===== config.mk =====
export PLATFORM = sky130hd
export DESIGN_NAME = accum_sched
export DESIGN_NICKNAME = d
export VERILOG_FILES = /design/src/rtl/accum_sched.sv
export SDC_FILE = /design/constraint.sdc
export NUM_CORES = 1
export LEC_CHECK = 0
export CAP_MARGIN = 0
export CORE_UTILIZATION = 38
export DETAILED_ROUTE_END_ITERATION = 7
export PLACE_DENSITY = 0.82
export RECOVER_POWER = 25
export SYNTH_ARGS = -nofsm -noshare
export SYNTH_HDL_FRONTEND = slang
export SYNTH_SLANG_ARGS = --single-unit

===== constraint.sdc =====
create_clock -name clk -period 2.65 [get_ports clk]
set_clock_uncertainty 0.15 [all_clocks]
set_input_delay 0.265 -clock clk [delete_from_list [all_inputs] [get_ports clk]]
set_output_delay 0.265 -clock clk [all_outputs]
set_load 0.005 [all_outputs]

===== src/rtl/accum_sched.sv =====
// Round-robin job scheduler sharing one external accumulator between NUM_REQ requesters.
// Optional signed-overflow tracking is compiled in when ACCUM_SCHED_OVF_EN is defined.
module accum_sched #(
    parameter int NUM_REQ    = 4,
    parameter int DIN_WIDTH  = 32,
    parameter int DOUT_WIDTH = 32,
    parameter int LEN_WIDTH  = 8
) (
    input  logic                            clk,
    input  logic                            rst_i,
    input  logic [NUM_REQ-1:0]              req_valid_i,
    input  logic [NUM_REQ*LEN_WIDTH-1:0]    req_len_i,
    output logic [NUM_REQ-1:0]              req_ready_o,
    input  logic [NUM_REQ-1:0]              dat_valid_i,
    input  logic [NUM_REQ*DIN_WIDTH-1:0]    dat_i,
    output logic [NUM_REQ-1:0]              dat_ready_o,
    output logic                            acc_en_o,
    output logic                            acc_clear_o,
    output logic [DIN_WIDTH-1:0]            acc_data_o,
    input  logic [DOUT_WIDTH-1:0]           acc_result_i,
    output logic                            res_valid_o,
    input  logic                            res_ready_i,
    output logic [$clog2(NUM_REQ)-1:0]      res_id_o,
    output logic [DOUT_WIDTH-1:0]           res_data_o,
    output logic                            res_ovf_o
);

    // state   | meaning
    // S_IDLE  | no job; grant the next requester in round-robin order
    // S_CLEAR | one-cycle accumulator clear for the granted job
    // S_RUN   | stream the granted requester's samples into the accumulator
    // S_WAIT  | let the last beat land in the accumulator, capture the sum
    // S_DONE  | present the tagged result until the consumer takes it

    localparam int ID_W = $clog2(NUM_REQ);

    typedef enum logic [2:0] {
        S_IDLE  = 3'd0,
        S_CLEAR = 3'd1,
        S_RUN   = 3'd2,
        S_WAIT  = 3'd3,
        S_DONE  = 3'd4
    } state_t;

    state_t                state, state_nxt;
    logic [ID_W-1:0]       rr_ptr;
    logic [ID_W-1:0]       gnt_id;
    logic [LEN_WIDTH-1:0]  count;
    logic [DOUT_WIDTH-1:0] res_data;
    logic                  ovf;

    logic                  pick_found;
    logic [ID_W-1:0]       pick_id;
    logic [LEN_WIDTH-1:0]  pick_len;
    int                    scan_slot;
    logic                  gnt_valid;
    logic [DIN_WIDTH-1:0]  gnt_dat;

    // First requesting slot at or after rr_ptr, wrapping at NUM_REQ.
    always_comb begin
        pick_found = 1'b0;
        pick_id    = '0;
        pick_len   = '0;
        scan_slot  = 0;
        for (int i = 0; i < NUM_REQ; i++) begin
            scan_slot = int'(rr_ptr) + i;
            if (scan_slot >= NUM_REQ) begin
                scan_slot = scan_slot - NUM_REQ;
            end
            for (int k = 0; k < NUM_REQ; k++) begin
                if (!pick_found && scan_slot == k && req_valid_i[k]) begin
                    pick_found = 1'b1;
                    pick_id    = ID_W'(k);
                    pick_len   = req_len_i[k*LEN_WIDTH +: LEN_WIDTH];
                end
            end
        end
    end

    always_comb begin
        gnt_valid = 1'b0;
        gnt_dat   = '0;
        for (int k = 0; k < NUM_REQ; k++) begin
            if (gnt_id == ID_W'(k)) begin
                gnt_valid = dat_valid_i[k];
                gnt_dat   = dat_i[k*DIN_WIDTH +: DIN_WIDTH];
            end
        end
    end

    always_ff @(posedge clk or posedge rst_i) begin
        if (rst_i) begin
            state    <= S_IDLE;
            rr_ptr   <= '0;
            gnt_id   <= '0;
            count    <= '0;
            res_data <= '0;
        end else begin
            state <= state_nxt;
            case (state)
                S_IDLE: begin
                    if (pick_found) begin
                        gnt_id <= pick_id;
                        count  <= pick_len;
                        if (pick_id == ID_W'(NUM_REQ - 1)) begin
                            rr_ptr <= '0;
                        end else begin
                            rr_ptr <= pick_id + 1'b1;
                        end
                    end
                end
                S_RUN: begin
                    if (gnt_valid) begin
                        count <= count - LEN_WIDTH'(1);
                    end
                end
                S_WAIT: begin
                    res_data <= acc_result_i;
                end
                default: ;
            endcase
        end
    end

    always_comb begin
        state_nxt   = state;
        req_ready_o = '0;
        dat_ready_o = '0;
        acc_en_o    = 1'b0;
        acc_clear_o = 1'b0;
        acc_data_o  = '0;
        res_valid_o = 1'b0;
        res_id_o    = '0;
        res_ovf_o   = 1'b0;
        case (state)
            S_IDLE: begin
                // Grant pulse is masked while reset is held so every output reads 0.
                if (pick_found && !rst_i) begin
                    req_ready_o = NUM_REQ'(1) << pick_id;
                    state_nxt   = S_CLEAR;
                end
            end
            S_CLEAR: begin
                acc_clear_o = 1'b1;
                state_nxt   = (count == '0) ? S_WAIT : S_RUN;
            end
            S_RUN: begin
                dat_ready_o = NUM_REQ'(1) << gnt_id;
                acc_en_o    = gnt_valid;
                acc_data_o  = gnt_dat;
                if (gnt_valid && count == LEN_WIDTH'(1)) begin
                    state_nxt = S_WAIT;
                end
            end
            S_WAIT: begin
                state_nxt = S_DONE;
            end
            S_DONE: begin
                res_valid_o = 1'b1;
                res_id_o    = gnt_id;
                res_ovf_o   = ovf;
                if (res_ready_i) begin
                    state_nxt = S_IDLE;
                end
            end
            default: begin
                state_nxt = S_IDLE;
            end
        endcase
    end

    assign res_data_o = res_data;

`ifdef ACCUM_SCHED_OVF_EN
    logic [DOUT_WIDTH-1:0] ovf_addend;
    logic [DOUT_WIDTH-1:0] ovf_sum;
    logic                  ovf_hit;

    assign ovf_addend = DOUT_WIDTH'($signed(acc_data_o));
    assign ovf_sum    = acc_result_i + ovf_addend;
    assign ovf_hit    = (acc_result_i[DOUT_WIDTH-1] == ovf_addend[DOUT_WIDTH-1]) &&
                        (ovf_sum[DOUT_WIDTH-1] != acc_result_i[DOUT_WIDTH-1]);

    always_ff @(posedge clk or posedge rst_i) begin
        if (rst_i) begin
            ovf <= 1'b0;
        end else if (state == S_CLEAR) begin
            ovf <= 1'b0;
        end else if (state == S_RUN && acc_en_o && ovf_hit) begin
            ovf <= 1'b1;
        end
    end
`else
    assign ovf = 1'b0;
`endif

endmodule


Word level (Yosys, flattened, before mapping):

Cells that the tools add are included.

* reduce and logical (&&, ||, !) cells: 60
* $add $sub $neg: 9
* equality and inequality tests: 26
* shifts and indexed selects: 2
* mux-type cells: 76
* order comparisons: 4

Operator list (number)
* $mux W32: 9
* $eq A32 B3 Y1 const B: 8
* $mux W8: 18
* $eq A32 B2 Y1 const B: 4
* $logic_not A32 Y1: 4
* $logic_and A1 B1 Y1: 33
* $mux W2: 16
* $mux W1: 25
* $logic_not A1 Y1: 16
* $pmux W8 S2: 1
* $pmux W3 S5: 1
* $mux W4: 3
* $sub A3 B3 Y4 const B: 3
* $ne A2 B2 Y1 const B: 5
* $ge A3 B3 Y1 const B: 3
* $mux W3: 3
* $eq A8 B1 Y1 const B: 1
* $logic_not A8 Y1: 1
* $shl A1 B2 Y4 const A: 2
* $sub A8 B1 Y8 const B: 1
* $add A2 B2 Y3 const B: 2
* $eq A2 B2 Y1 const B: 3
* $eq A3 B2 Y1 const B: 2
* $reduce_and A3 Y1: 2
* 11 further kinds: 11

* flip-flop bits (word level): 47
* input port bits: 203
* word-level logic and storage cells: 182

Longest topological paths before layout:

* word-level depth: 68
* mapped depth: 9

Worst setup path before layout:

Ideal clock, no wire load.

* path kind: reg-to-output
* from: reg rr_ptr[1]
* to: out req_ready_o[1]
* data arrival time: 1.763 ns
* stages on the path, launching flop included: 10
* required time: 2.235 ns
* path slack: 0.472 ns
* cells stage by stage: dfrtp_1 -> buf_6 -> buf_2 -> buf_2 -> clkbuf_1 -> a21oi_1 -> o21ai_0 -> inv_1 -> ha_1 -> and3_1

* word-level cells in the longest chain between the ends: 68
* elaborated cells between the ends (all ways): 112
* those cells by class: add/sub: 7; order compare: 4; eq/ne: 12; shift: 1; mux: 37; reduce/logical: 51

RTL lines
* from (decl): line 46 `logic [ID_W-1:0] rr_ptr;`
* from (signal assigned): line 108 `rr_ptr <= pick_id + 1'b1;`
* $sub A2 B3 Y4 / $ge A2 B3 Y1 (equally long branches): line 68, 67
* $mux W32: line 67 `if (scan_slot >= NUM_REQ) begin`
* $logic_not A32 Y1: line 71 `if (!pick_found && scan_slot == k && req_valid_i[k]) begin`
* $logic_and A1 B1 Y1: line 71
* $mux W1: line 71
* $logic_not A1 Y1: line 71
* $logic_and A1 B1 Y1 (2 in series): line 71
* $mux W1: line 71
* [... 51 more ...]
* $mux W1: line 71
* $logic_not A1 Y1: line 71
* $logic_and A1 B1 Y1 (2 in series): line 71
* $mux W2 *: line 71
* net pick_id[0]: line 53 `logic [ID_W-1:0] pick_id;`
* $shl A1 B2 Y4 *: line 139 `req_ready_o = NUM_REQ'(1) << pick_id;`
* $mux W4 *: line 138 `if (pick_found && !rst_i) begin`
* $mux W4 *: line 135 `case (state)`
* to (decl): line 13 `output logic [NUM_REQ-1:0] req_ready_o,`

The timed path passes the listed nets; every way through them passes the cells marked *.

Worst setup path in the final report:

Same ends and word-level chain as after synthesis.

==> impl_metrics.tcl <==
set metrics [dict create \
    status "complete, but fails checks" \
    violations "DRC" \
    synth_area_leaders "dfrtp_1 26%, mux4_2 16%, mux2_2 8.1%, and2_1 4.6%, o21ai_0 3.3%" \
    rsz0062_at_grt "true" \
    post_drt_wl_per_cell_um 23.3 \
    start_util_pct 39.6 \
    gr-usage-all-layers_pct 34.7 \
    grt_pass1_vias 5558 \
    netlist_area_um2 4580 \
    clock-sinks 47 \
    syn_avg_cell_area_um2 9.31 \
    p_switching_mw 2.66 \
    cp_slowest_cell "clkdlybuf4s50_1" \
    maxSlewViolCount 0 \
    cellPowerDensity_nw_per_um2 866 \
    drc 14 \
    switching_share_pct 38.2 \
    end_kind "output pin" \
    ir_drop_v 0.000707 \
    syn_to_final_growth_pct 75.3 \
    hold_class "input port to asynchronous set/reset pin" \
    syn-num-nets 701 \
    synth-seq-cells 47 \
    routed_wl_um 21900 \
    die_area_um2 12500 \
    path_cells "buf_12 -> nand2_1 -> o21a_1 -> o21ai_2 -> buf_6 -> inv_1 -> ha_1 -> and3_1 -> clkdlybuf4s50_1" \
    io_pins 281 \
    hold_viol 0 \
    die_w_um 112 \
    syn_inst 492 \
    post-synth-top-area-cell "dfrtp_1" \
    slew_headroom_pct 27.5 \
    pwr-share-seq_pct 20.3 \
    final_nets 1003 \
    regArea_um2 1180 \
    start_kind "flop" \
    multiInputGateArea_um2 3160 \
    ys.flop_type "dfrtp_1" \
    nFillCells 903 \
    antenna_found_initial 7 \
    cp.arrival_ns 2.19 \
    clk_pin_slew_ns 0.07 \
    row_count 39 \
    gp_congestion 0.982 \
    clock_path_buffers 2 \
    fin_crit_ns 2.61 \
    clockPowerShare_pct 10.3 \
    cts_tree "done" \
    tightest_slew_ns 1.09 \
    p_leak_nw 3.17 \
    htreeDepth 2 \
    crit_type "flop to output pin" \
    core_um2 11600 \
    ys_seq_area_share_pct 25.7 \
    cts_buffers 5 \
    postSynth.asyncResetShare_pct 100 \
    synth_edf_count 0 \
    internal-power_mw 4.30 \
    die_y_um 112 \
    dr.first_iter.drc_count 532 \
    slowest_delay_ns 0.43 \
    dr.pass1.iters 8 \
    hold_buffers 0 \
    ys_warn_count 0 \
    critPathRequiredTime_ns 2.24 \
    final-setup-viol-count 0 \
    ys_types 66 \
    p_total_mw 6.96 \
    dp_hpwl_um 18000 \
    portBuffers 279 \
    grt_overflow 0 \
    cts_root_buf "clkbuf_16" \
    fmax_ghz 0.384 \
    critPathMaxFanout 20 \
    yosys.area.top_type_share_pct 25.7 \
    maxCapViolations 0 \
    avgViaCountPerCell 5.91 \
    antenna_left 0 \
    final_cell_mix "273 x clkdlybuf4s50_1, 51 x buf_4, 45 x dfrtp_1, 34 x and2_1" \
    layout_commonest_cell "clkdlybuf4s50_1" \
    drive_above_1_share_pct 18.7 \
    pwr-share-comb_pct 69.4 \
    grt_max_degree 43 \
    grt_pass1_wl_um 33200 \
    utilization_pct 69.4 \
    finalCritPeriodShare_pct 98.3 \
    insertion_delay_ns 0.28 \
    via_count 5553 \
]
==> repair_timing <==
action | CTS | global route
pin swaps | 0 | 0
setup endpoints to repair | 5 | 2
setup buffers | 2 | 0
gates resized for setup | 7 | 3
cloned | 1 | 0
==> critical path, delay by kind of cell (launching register included) <==
| family | cells | cell delay, ns |
|---|---|---|
| DFF | 1 | 0.42 |
| AOI/OAI and AO/OA | 2 | 0.27 |
| buffers and inverters | 4 | 0.77 |
| and+or+nand+nor | 2 | 0.24 |
| adders and majority gates | 1 | 0.19 |
==> final cells by class <==
type	count	share of cell area (%)
clock inverters	3	0.545
inverters	13	0.608
multi-input cells	390	39.3
well taps	143	2.23
clock buffers	5	1.56
repair buffers	337	41.0
flip-flops and latches	47	14.7
diodes	1	0.0312
==> per-stage QoR <==
| step | instances | hold WS [ns] | worst slack [ns] | setup TNS [ns] | cell area, um^2 |
|---|---|---|---|---|---|
| 2_1_floorplan | 492 | 0.223 | 0.472 | 0 | 4580 |
| 3_3_place_gp | 927 | 0.333 | -0.0178 | -0.0178 | 7800 |
| 3_5_place_dp | 927 | 0.343 | -0.106 | -0.314 | 7800 |
| 4_1_cts | 938 | 0.160 | 0.0191 | 0 | 8020 |
| 5_1_grt | 939 | 0.331 | -0.0414 | -0.0414 | 8030 |
| 6_report | 939 | 0.347 | 0.0444 | 0 | 8030 |
==> sequential cells by signal, summed over array words and instances (netlist names) <==
name,count
rr_ptr,2
count,8
res_data_o,32
gnt_id,2
state,3
==> kinds of logic after synthesis <==
logic type | after synthesis | synth area share [%]
mux | 66 | 24.3
flops | 47 | 25.7
compound gates | 133 | 19.9
simple gates | 184 | 22.8
buf+inv | 55 | 5.57
other cells | 1 | 0.0818
fa+ha+maj | 6 | 1.64
==> path summary, 6_finish.rpt <==
| path | start | end | slack (ns) | cells after the start |
|---|---|---|---|---|
| setup / recovery | rr_ptr[1]$_DFFE_PP0P_ | req_ready_o[1] | 0.04 | 9 |
| hold / removal | rst_i | res_data_o[20]$_DFFE_PP0P_ | 0.35 | 2 |
| setup reg to reg | rr_ptr[1]$_DFFE_PP0P_ | count[3]$_DFFE_PP0P_ | 0.20 | 8 |
| hold reg to reg | res_data_o[12]$_DFFE_PP0P_ | res_data_o[12]$_DFFE_PP0P_ | 0.36 | 1 |
| max in group asynchronous | rst_i | gnt_id[0]$_DFFE_PP0P_ | 0.57 | 3 |
| min in group clk | res_data_o[12]$_DFFE_PP0P_ | res_data_o[12]$_DFFE_PP0P_ | 0.36 | 1 |
==> power by group through the flow <==
stage / Combinational [mW] / Clock [mW] / Sequential (mW)
after floorplan: 2.54 / 0 / 1.31
after global placement: 4.60 / 0 / 1.39
after detailed placement: 4.67 / 0 / 1.42
after CTS: 4.78 / 0.723 / 1.40
after global routing: 5.15 / 0.755 / 1.45
final: 4.83 / 0.720 / 1.41
==> cells in the mapped netlist (3+ instances only) <==
master,instances
buf_2,15
a22oi_1,8
buf_1,4
a211oi_1,5
o21ai_0,30
nand3b_1,6
nand2b_1,8
inv_1,13
nor3_1,10
nand4_1,5
a221oi_1,5
a211o_1,3
o32ai_1,3
nand2_1,29
nand3_1,16
o21a_1,6
and3_1,12
clkbuf_1,16
nor2b_1,8
dfrtp_1,47
or3_1,3
nor3b_1,5
nor2_1,31
mux2_2,33
and2_1,34
a21oi_1,28
o221ai_1,3
o22ai_1,10
mux4_2,33
o211ai_1,3
buf_4,6
ha_1,6
a32oi_1,3
==> routing by layer <==
| metal | track usage [%] | part of all wire (%) | vias to the layer above |
|---|---|---|---|
| li1 | - | - | 2489 |
| met1 | 43.6 | 39 | 2659 |
| met2 | 56.5 | 46 | 351 |
| met3 | 13.0 | 12 | 42 |
| met4 | 8.20 | 2.3 | 12 |
| met5 | 0 | 0.34 | - |
(Power assumes the default switching activity.)
